==> config.mk <==
export PLATFORM = sky130hd
export DESIGN_NAME = booth_mac_ctrl
export DESIGN_NICKNAME = d
export VERILOG_FILES = /design/src/rtl/booth_mac_pkg.sv /design/src/rtl/booth_mac_sat_add.sv /design/src/rtl/booth_mac_ctrl.sv
export SDC_FILE = /design/constraint.sdc
export NUM_CORES = 1
export LEC_CHECK = 0
export ABC_AREA = 0
export CAP_MARGIN = 20
export CORE_ASPECT_RATIO = 0.8
export CORE_MARGIN = 1
export CORE_UTILIZATION = 35
export DETAILED_ROUTE_END_ITERATION = 12
export PLACE_DENSITY = 0.57
export SLEW_MARGIN = 5
export SYNTH_ARGS = -nofsm -noshare
export SYNTH_HDL_FRONTEND = slang
export SYNTH_SLANG_ARGS = --single-unit
==> constraint.sdc <==
create_clock -name clk -period 2.9 [get_ports clk]
set_input_delay 0.87 -clock clk [delete_from_list [all_inputs] [get_ports clk]]
set_output_delay 0.87 -clock clk [all_outputs]
set_load 0.01 [all_outputs]
==> src/rtl/booth_mac_pkg.sv <==
// Shared definitions for the Booth multiply-accumulate sequencer.
// Holds the FSM state encoding, the operand/product widths and the default accumulator/counter widths.
package booth_mac_pkg;

  localparam int unsigned OP_W      = 8;
  localparam int unsigned PROD_W    = 16;
  localparam int unsigned ACC_W_DEF = 24;
  localparam int unsigned CNT_W_DEF = 8;

  typedef enum logic [1:0] {
    IDLE  = 2'd0,
    ISSUE = 2'd1,
    ACCUM = 2'd2,
    DONE  = 2'd3
  } state_t;

endpackage

==> src/rtl/booth_mac_sat_add.sv <==
// Combinational signed adder with an overflow flag.
// When SATURATE_EN is defined, overflow clamps the sum to the signed range; otherwise the sum wraps.
module booth_mac_sat_add
  import booth_mac_pkg::*;
#(
  parameter int unsigned W = ACC_W_DEF
) (
  input  logic [W-1:0] a,
  input  logic [W-1:0] b,
  output logic [W-1:0] sum_c,
  output logic         ovf_c
);

  logic [W-1:0] raw;

  assign raw   = a + b;
  assign ovf_c = (a[W-1] == b[W-1]) && (raw[W-1] != a[W-1]);

`ifdef SATURATE_EN
  // Both operands share a sign on overflow, so a's sign picks the rail.
  assign sum_c = !ovf_c  ? raw :
                 a[W-1]  ? {1'b1, {(W-1){1'b0}}} :
                           {1'b0, {(W-1){1'b1}}};
`else
  assign sum_c = raw;
`endif

endmodule

==> src/rtl/booth_mac_ctrl.sv <==
// MAC sequencer: feeds operand pairs to a Booth multiplier and accumulates one signed result per frame.
// Optional SATURATE_EN clamps the accumulator on signed overflow and reports it on acc_sat.
module booth_mac_ctrl
  import booth_mac_pkg::*;
#(
  parameter int unsigned ACC_W = ACC_W_DEF,
  parameter int unsigned CNT_W = CNT_W_DEF
) (
  input  logic              clk,
  input  logic              rst_n,
  input  logic              in_valid,
  output logic              in_ready,
  input  logic [OP_W-1:0]   in_a,
  input  logic [OP_W-1:0]   in_b,
  input  logic              in_last,
  output logic              start_sig,
  output logic [OP_W-1:0]   A,
  output logic [OP_W-1:0]   B,
  input  logic              done_sig,
  input  logic [PROD_W-1:0] product,
  output logic              acc_done_sig,
  output logic [ACC_W-1:0]  acc_result,
  output logic [CNT_W-1:0]  acc_terms,
  output logic              acc_sat
);

  state_t             state;
  logic               last_q;
  logic [ACC_W-1:0]   prod_q;
  logic [ACC_W-1:0]   acc_q;
  logic [CNT_W-1:0]   cnt_q;
  logic [ACC_W-1:0]   sum_c;
  logic               add_ovf;
  logic [CNT_W-1:0]   cnt_inc;

  assign cnt_inc = cnt_q + CNT_W'(1);

  booth_mac_sat_add #(.W(ACC_W)) u_add (
    .a     (acc_q),
    .b     (prod_q),
    .sum_c (sum_c),
    .ovf_c (add_ovf)
  );

`ifdef SATURATE_EN
  logic sat_q;
`else
  logic unused_ovf;
  assign unused_ovf = add_ovf;
  assign acc_sat    = 1'b0;
`endif

  // Frame result is registered on the ACCUM->DONE edge so acc_done_sig is high exactly during DONE.
  always_ff @(posedge clk or negedge rst_n) begin
    if (!rst_n) begin
      state        <= IDLE;
      in_ready     <= 1'b0;
      start_sig    <= 1'b0;
      A            <= '0;
      B            <= '0;
      last_q       <= 1'b0;
      prod_q       <= '0;
      acc_q        <= '0;
      cnt_q        <= '0;
      acc_done_sig <= 1'b0;
      acc_result   <= '0;
      acc_terms    <= '0;
`ifdef SATURATE_EN
      sat_q        <= 1'b0;
      acc_sat      <= 1'b0;
`endif
    end else begin
      acc_done_sig <= 1'b0;
      case (state)
        IDLE: begin
          in_ready <= 1'b1;
          if (in_valid && in_ready) begin
            A         <= in_a;
            B         <= in_b;
            last_q    <= in_last;
            start_sig <= 1'b1;
            in_ready  <= 1'b0;
            state     <= ISSUE;
          end
        end
        ISSUE: begin
          if (done_sig) begin
            prod_q    <= ACC_W'($signed(product));
            start_sig <= 1'b0;
            state     <= ACCUM;
          end
        end
        ACCUM: begin
          acc_q <= sum_c;
          cnt_q <= cnt_inc;
`ifdef SATURATE_EN
          sat_q <= sat_q | add_ovf;
`endif
          if (last_q) begin
            acc_result   <= sum_c;
            acc_terms    <= cnt_inc;
            acc_done_sig <= 1'b1;
`ifdef SATURATE_EN
            acc_sat      <= sat_q | add_ovf;
`endif
            state        <= DONE;
          end else begin
            in_ready <= 1'b1;
            state    <= IDLE;
          end
        end
        DONE: begin
          acc_q    <= '0;
          cnt_q    <= '0;
`ifdef SATURATE_EN
          sat_q    <= 1'b0;
`endif
          in_ready <= 1'b1;
          state    <= IDLE;
        end
        default: state <= IDLE;
      endcase
    end
  end

endmodule

Yosys cells after proc, flatten, opt, wreduce, memory -nomap -nowiden

Cells that the tools add are included.
Widths: inputs -> output; s select.

Bits of input ports: 37
Logic and storage cells: 45
Bits in registers: 102
Output and inout port bits: 52

Eq/ne operators: 6
Reduce and logical (&&, ||, !) cells: 11
$add $sub $neg: 2
Muxes and demuxes: 14

Operators by type and width:

| operator            | number |
|---|---|
| $pmux 24 s2         | 1 |
| $add 24x24->24      | 1 |
| $pmux 8 s2          | 1 |
| $reduce_and 2->1    | 5 |
| $add 8x1->8 const B | 1 |
| $pmux 2 s4          | 1 |
| $mux 1              | 6 |
| $mux 2              | 3 |
| $ne 2x2->1 const B  | 3 |
| $eq 2x2->1 const B  | 2 |
| $reduce_bool 2->1   | 2 |
| $pmux 1 s3          | 1 |
| $reduce_and 3->1    | 1 |
| $reduce_bool 3->1   | 1 |
| $eq 2x1->1 const B  | 1 |
| $logic_not 2->1     | 1 |
| $pmux 1 s2          | 1 |
| $logic_and 1x1->1   | 1 |

Logic depth before layout (Yosys ltp)

Gate-level depths: netlist of run 1.

Depth after elaboration: 3
Gate-level depth with buffers: 8
Depth with buffers taken out: 8

Modules after synthesis

A second synthesis of run 1 with hierarchy kept.

Cells, all modules: 546
Area, all modules: 5376.4 um2

By module, submodules not included:

| module            | cells an instance | seq. area each (um2) | area an instance (um2) | times used |
|---|---|---|---|---|
| booth_mac_ctrl    | 376               | 2552.4               | 4122.7                 | 1 |
| booth_mac_sat_add | 170               | 0.0                  | 1253.7                 | 1 |

Worst setup path after synthesis of run 1

No wires, ideal clock.

Path type: reg-to-reg
Start: register prod_q[0]
End: register acc_q[22]
Library setup time: 147 ps
Stages on the path, launching flop included: 9
Path buffers: 0
Period minus slack after synthesis: 2242 ps
Setup slack: 658 ps
Data arrival time: 2095 ps
Cells stage by stage: dfrtp_1 -> ha_1 -> fa_1 -> a21oi_1 -> a2bb2oi_1 -> a21oi_2 -> o21ai_1 -> mux2i_1 -> o311ai_0

Cells in the longest elaborated chain, start to end: 2

Ends and longest elaborated chain:

| what                     | RTL line                | text |
|---|---|---|
| start: declaration       | booth_mac_ctrl.sv:29    | `logic [ACC_W-1:0] prod_q;` |
| start signal: assignment | booth_mac_ctrl.sv:88    | `prod_q <= ACC_W'($signed(product));` |
| $add 24x24->24           | booth_mac_sat_add.sv:16 | `assign raw = a + b;` |
| $pmux 24 s2              | booth_mac_ctrl.sv:74    | `case (state)` |
| end signal: assignment   | booth_mac_ctrl.sv:94    | `acc_q <= sum_c;` |
| end: declaration         | booth_mac_ctrl.sv:30    | `logic [ACC_W-1:0] acc_q;` |

No other way between the ends.
A chain may end at the register's enable or synchronous reset.

Worst setup path after layout of run 1

Start: register prod_q[0]
End: register acc_q[20]

Same word-level chain as after synthesis.

==> results_dict.tcl, run 1 <==
set metrics [dict create \
    numClockSinks 102 \
    yosysSeqAreaShare 0.457 \
    critPathKind "register to register" \
    syn-instance-count 545 \
    drc 0 \
    drt-initial-drc-count 279 \
    mappedNetlistArea_mm2 0.00559 \
    die_x_um 143 \
    antenna_found_initial 0 \
    crit_arrival_ns 2.84 \
    tns_ns 0 \
    ios 89 \
    dieArea_mm2 0.0165 \
    worstSetupStartpoint "prod_q[0]$_DFFE_PN0P_" \
    final_cell_mix "dfrtp_1, clkdlybuf4s50_1, nand2_1" \
    cts-root-buf "clkbuf_16" \
    power.leakage_nw 2.99 \
    synthFlopType "dfrtp_1" \
    reg2reg_from "prod_q[0]$_DFFE_PN0P_" \
    crit_path_end "acc_q[20]$_DFFE_PN0P_" \
    timing.final.crit_period_ns 2.62 \
    final_core_util 0.458 \
    initial_core_util 0.365 \
    r2r_slack_ns 0.28 \
    path_clk_slew_ns 0.07 \
    syn_nets 607 \
    dr.pass1.iters 4 \
    htreeDepth 3 \
    grt_pass1_vias 4585 \
    ys_types 73 \
    multi_input_area_mm2 0.00285 \
    grt_pass1_wl_um 23400 \
    rsz0062_at_grt "no" \
    finalWirelength_um 14100 \
    fin_nets 694 \
    die_y_um 115 \
    max-vdd-ir-drop_uv 559 \
    post_drt_wl_per_cell_um 16.7 \
    ant_nets 0 \
    cts_tree "yes" \
    synth_seq_cells 102 \
    clock_latency_ns 0.36 \
    power.density_mw_per_mm2 1240 \
    slew_headroom 0.593 \
    post-cts-setup-buffers 0 \
    gr-total-overflow 0 \
    cts_buffer_depth 2 \
    fmax_mhz 382 \
    post-dp-hpwl_um 10200 \
    whs_ns 0.417 \
    synthArstFlopShare 1.00 \
    yosysWarnings 0 \
    fillers 1460 \
    period_share 0.902 \
    layout_commonest_cell "dfrtp_1" \
    maxCapViolCount 0 \
    io_buffers 87 \
    drv_slew 0 \
    path_cells "ha_1, fa_1, a21oi_1, a2bb2oi_1, a21oi_2, o221ai_1, a41oi_1, o311ai_0" \
    total_power_w 0.00866 \
    drive_above_1_share 0.132 \
    num_rows 40 \
    slowest_delay_ns 0.42 \
    critPathSlowestCell "fa_1" \
    setup_viol 0 \
    core_mm2 0.0153 \
    regArea_mm2 0.00255 \
    grt_max_degree 80 \
    cp_max_fo 6 \
    syn_to_final_growth_pct 25.4 \
    numCtsBuffers 9 \
    tightest_slew_ns 0.606 \
    startpoint_type "register" \
    syn_avg_cell_area_um2 10.3 \
    diodes 0 \
    vias 4547 \
    skew_ns 0.0118 \
    synth-edff-count 0 \
    finalWeightedCongestion 0.868 \
    status "finished, final reports clean" \
    reg2reg_to "acc_q[20]$_DFFE_PN0P_" \
    postCtsHoldBufs 0 \
    vias_per_cell 5.37 \
    final_hold_viol_count 0 \
    worst_r2r_path_depth 8 \
    globalRouteTotalUtil 0.185 \
    end_kind "register" \
    min_path_type "input port to asynchronous set/reset pin" \
    required_ns 3.13 \
]
sequential cells by signal, indices dropped and copies added, names as in the netlist:
name	cells
acc_terms	8
start_sig	1
prod_q	16
last_q	1
A	8
acc_done_sig	1
acc_q	24
acc_result	24
B	8
state	2
cnt_q	8
in_ready	1
synthesized netlist by cell type, types with 3 or more instances:
| cell | number | area [um^2] |
|---|---|---|
| a2111oi_0 | 8 | 70.1 |
| a21o_1 | 9 | 67.6 |
| a21oi_1 | 35 | 175 |
| a21oi_2 | 3 | 26.3 |
| a31oi_1 | 4 | 25.0 |
| and3_1 | 10 | 62.6 |
| buf_2 | 12 | 60.1 |
| buf_4 | 3 | 22.5 |
| clkbuf_1 | 11 | 41.3 |
| dfrtp_1 | 102 | 2550 |
| ha_1 | 24 | 300 |
| inv_1 | 12 | 45.0 |
| mux2_2 | 33 | 372 |
| mux2i_1 | 7 | 70.1 |
| nand2_1 | 62 | 233 |
| nand2b_1 | 6 | 37.5 |
| nand3_1 | 15 | 75.1 |
| nand3b_1 | 3 | 22.5 |
| nand4_1 | 3 | 18.8 |
| nor2_1 | 22 | 82.6 |
| nor2b_1 | 4 | 25.0 |
| nor3_1 | 11 | 55.1 |
| nor4_1 | 3 | 18.8 |
| o2111ai_1 | 5 | 43.8 |
| o211ai_1 | 6 | 45.0 |
| o21a_1 | 5 | 37.5 |
| o21ai_0 | 27 | 135 |
| o21ai_1 | 4 | 20.0 |
| o2bb2ai_1 | 16 | 140 |
| o311ai_0 | 3 | 26.3 |
| o31ai_1 | 3 | 22.5 |
| o32ai_1 | 3 | 26.3 |
| or3_1 | 3 | 18.8 |
| or4_1 | 7 | 52.6 |
| xnor2_1 | 8 | 70.1 |
| xor2_1 | 8 | 70.1 |
metrics by stage:
stage / instances / setup WS, ns / instance area (um^2)
2_1_floorplan: 545 / 0.658 / 5590
3_3_place_gp: 831 / 0.238 / 6730
3_5_place_dp: 831 / 0.140 / 6730
4_1_cts: 847 / 0.104 / 7000
5_1_grt: 847 / 0.122 / 7010
6_report: 847 / 0.283 / 7010
per-layer routing:
layer,routed length (um),vias up,track usage,part of all wire
met5,0,-,0,0
met4,144,0,0.0518,0.010
met3,993,13,0.0504,0.070
li1,-,2210,-,-
met1,6950,2194,0.257,0.49
met2,6040,130,0.284,0.43
worst min path at each step:
stage,startpoint,endpoint,slack [ns],depth (start not counted)
6_report,rst_n,B[3]$_DFFE_PN0P_,0.42,1
5_1_grt,rst_n,B[3]$_DFFE_PN0P_,0.43,1
4_1_cts,rst_n,B[3]$_DFFE_PN0P_,0.41,1
3_5_place_dp,acc_terms[1]$_DFFE_PN0P_,acc_terms[1]$_DFFE_PN0P_,0.47,2
3_3_place_gp,acc_terms[1]$_DFFE_PN0P_,acc_terms[1]$_DFFE_PN0P_,0.46,2
2_1_floorplan,acc_q[0]$_DFFE_PN0P_,acc_q[0]$_DFFE_PN0P_,0.46,1
where the power goes:
group / switching [W] / internal [W]
Combinational: 0.00276 / 0.00221
Clock: 0.000547 / 0.000612
Sequential: 0.000439 / 0.00208
Total: 0.00375 / 0.00491
final cells by class:
class | instances | area share
inverter | 14 | 0.00750
multi-input combinational | 400 | 0.406
clock buffer | 12 | 0.0352
tap | 210 | 0.0375
sequential | 102 | 0.364
clock inverter | 4 | 0.00446
timing repair buffer | 105 | 0.145
worst max-delay path: cells and delay by family, from the launching register on:
family | cells | cell delay (ns)
AOI/OAI and AO/OA | 6 | 1.46
DFF | 1 | 0.38
adders and majority gates | 2 | 0.66
cell families (layout without fill, tap and decap cells):
family | count (synthesis) | in the layout | share of synthesized area
xor gates and xnor gates | 16 | 16 | 0.0251
AOI/OAI and AO/OA | 158 | 158 | 0.201
adders and majority gates | 25 | 25 | 0.0573
DFF | 102 | 102 | 0.457
other | 1 | 1 | 0.000671
and+or+nand+nor | 160 | 160 | 0.144
muxes | 40 | 40 | 0.0790
buffers and inverters | 43 | 135 | 0.0363
timing repair:
item / in CTS / in global routing
hold endpoints to repair: 0 / 0
gates resized for setup: 0 / 3
setup endpoints to repair: 0 / 2
No activity file was read; power rests on OpenSTA's default activity.
==> run 2, diff against run 1 <==
SKIP_CTS_REPAIR_TIMING = 1   (was default)
==> results of run 2 <==
No change in the layout: final DEF, timing and power equal those of run 1.
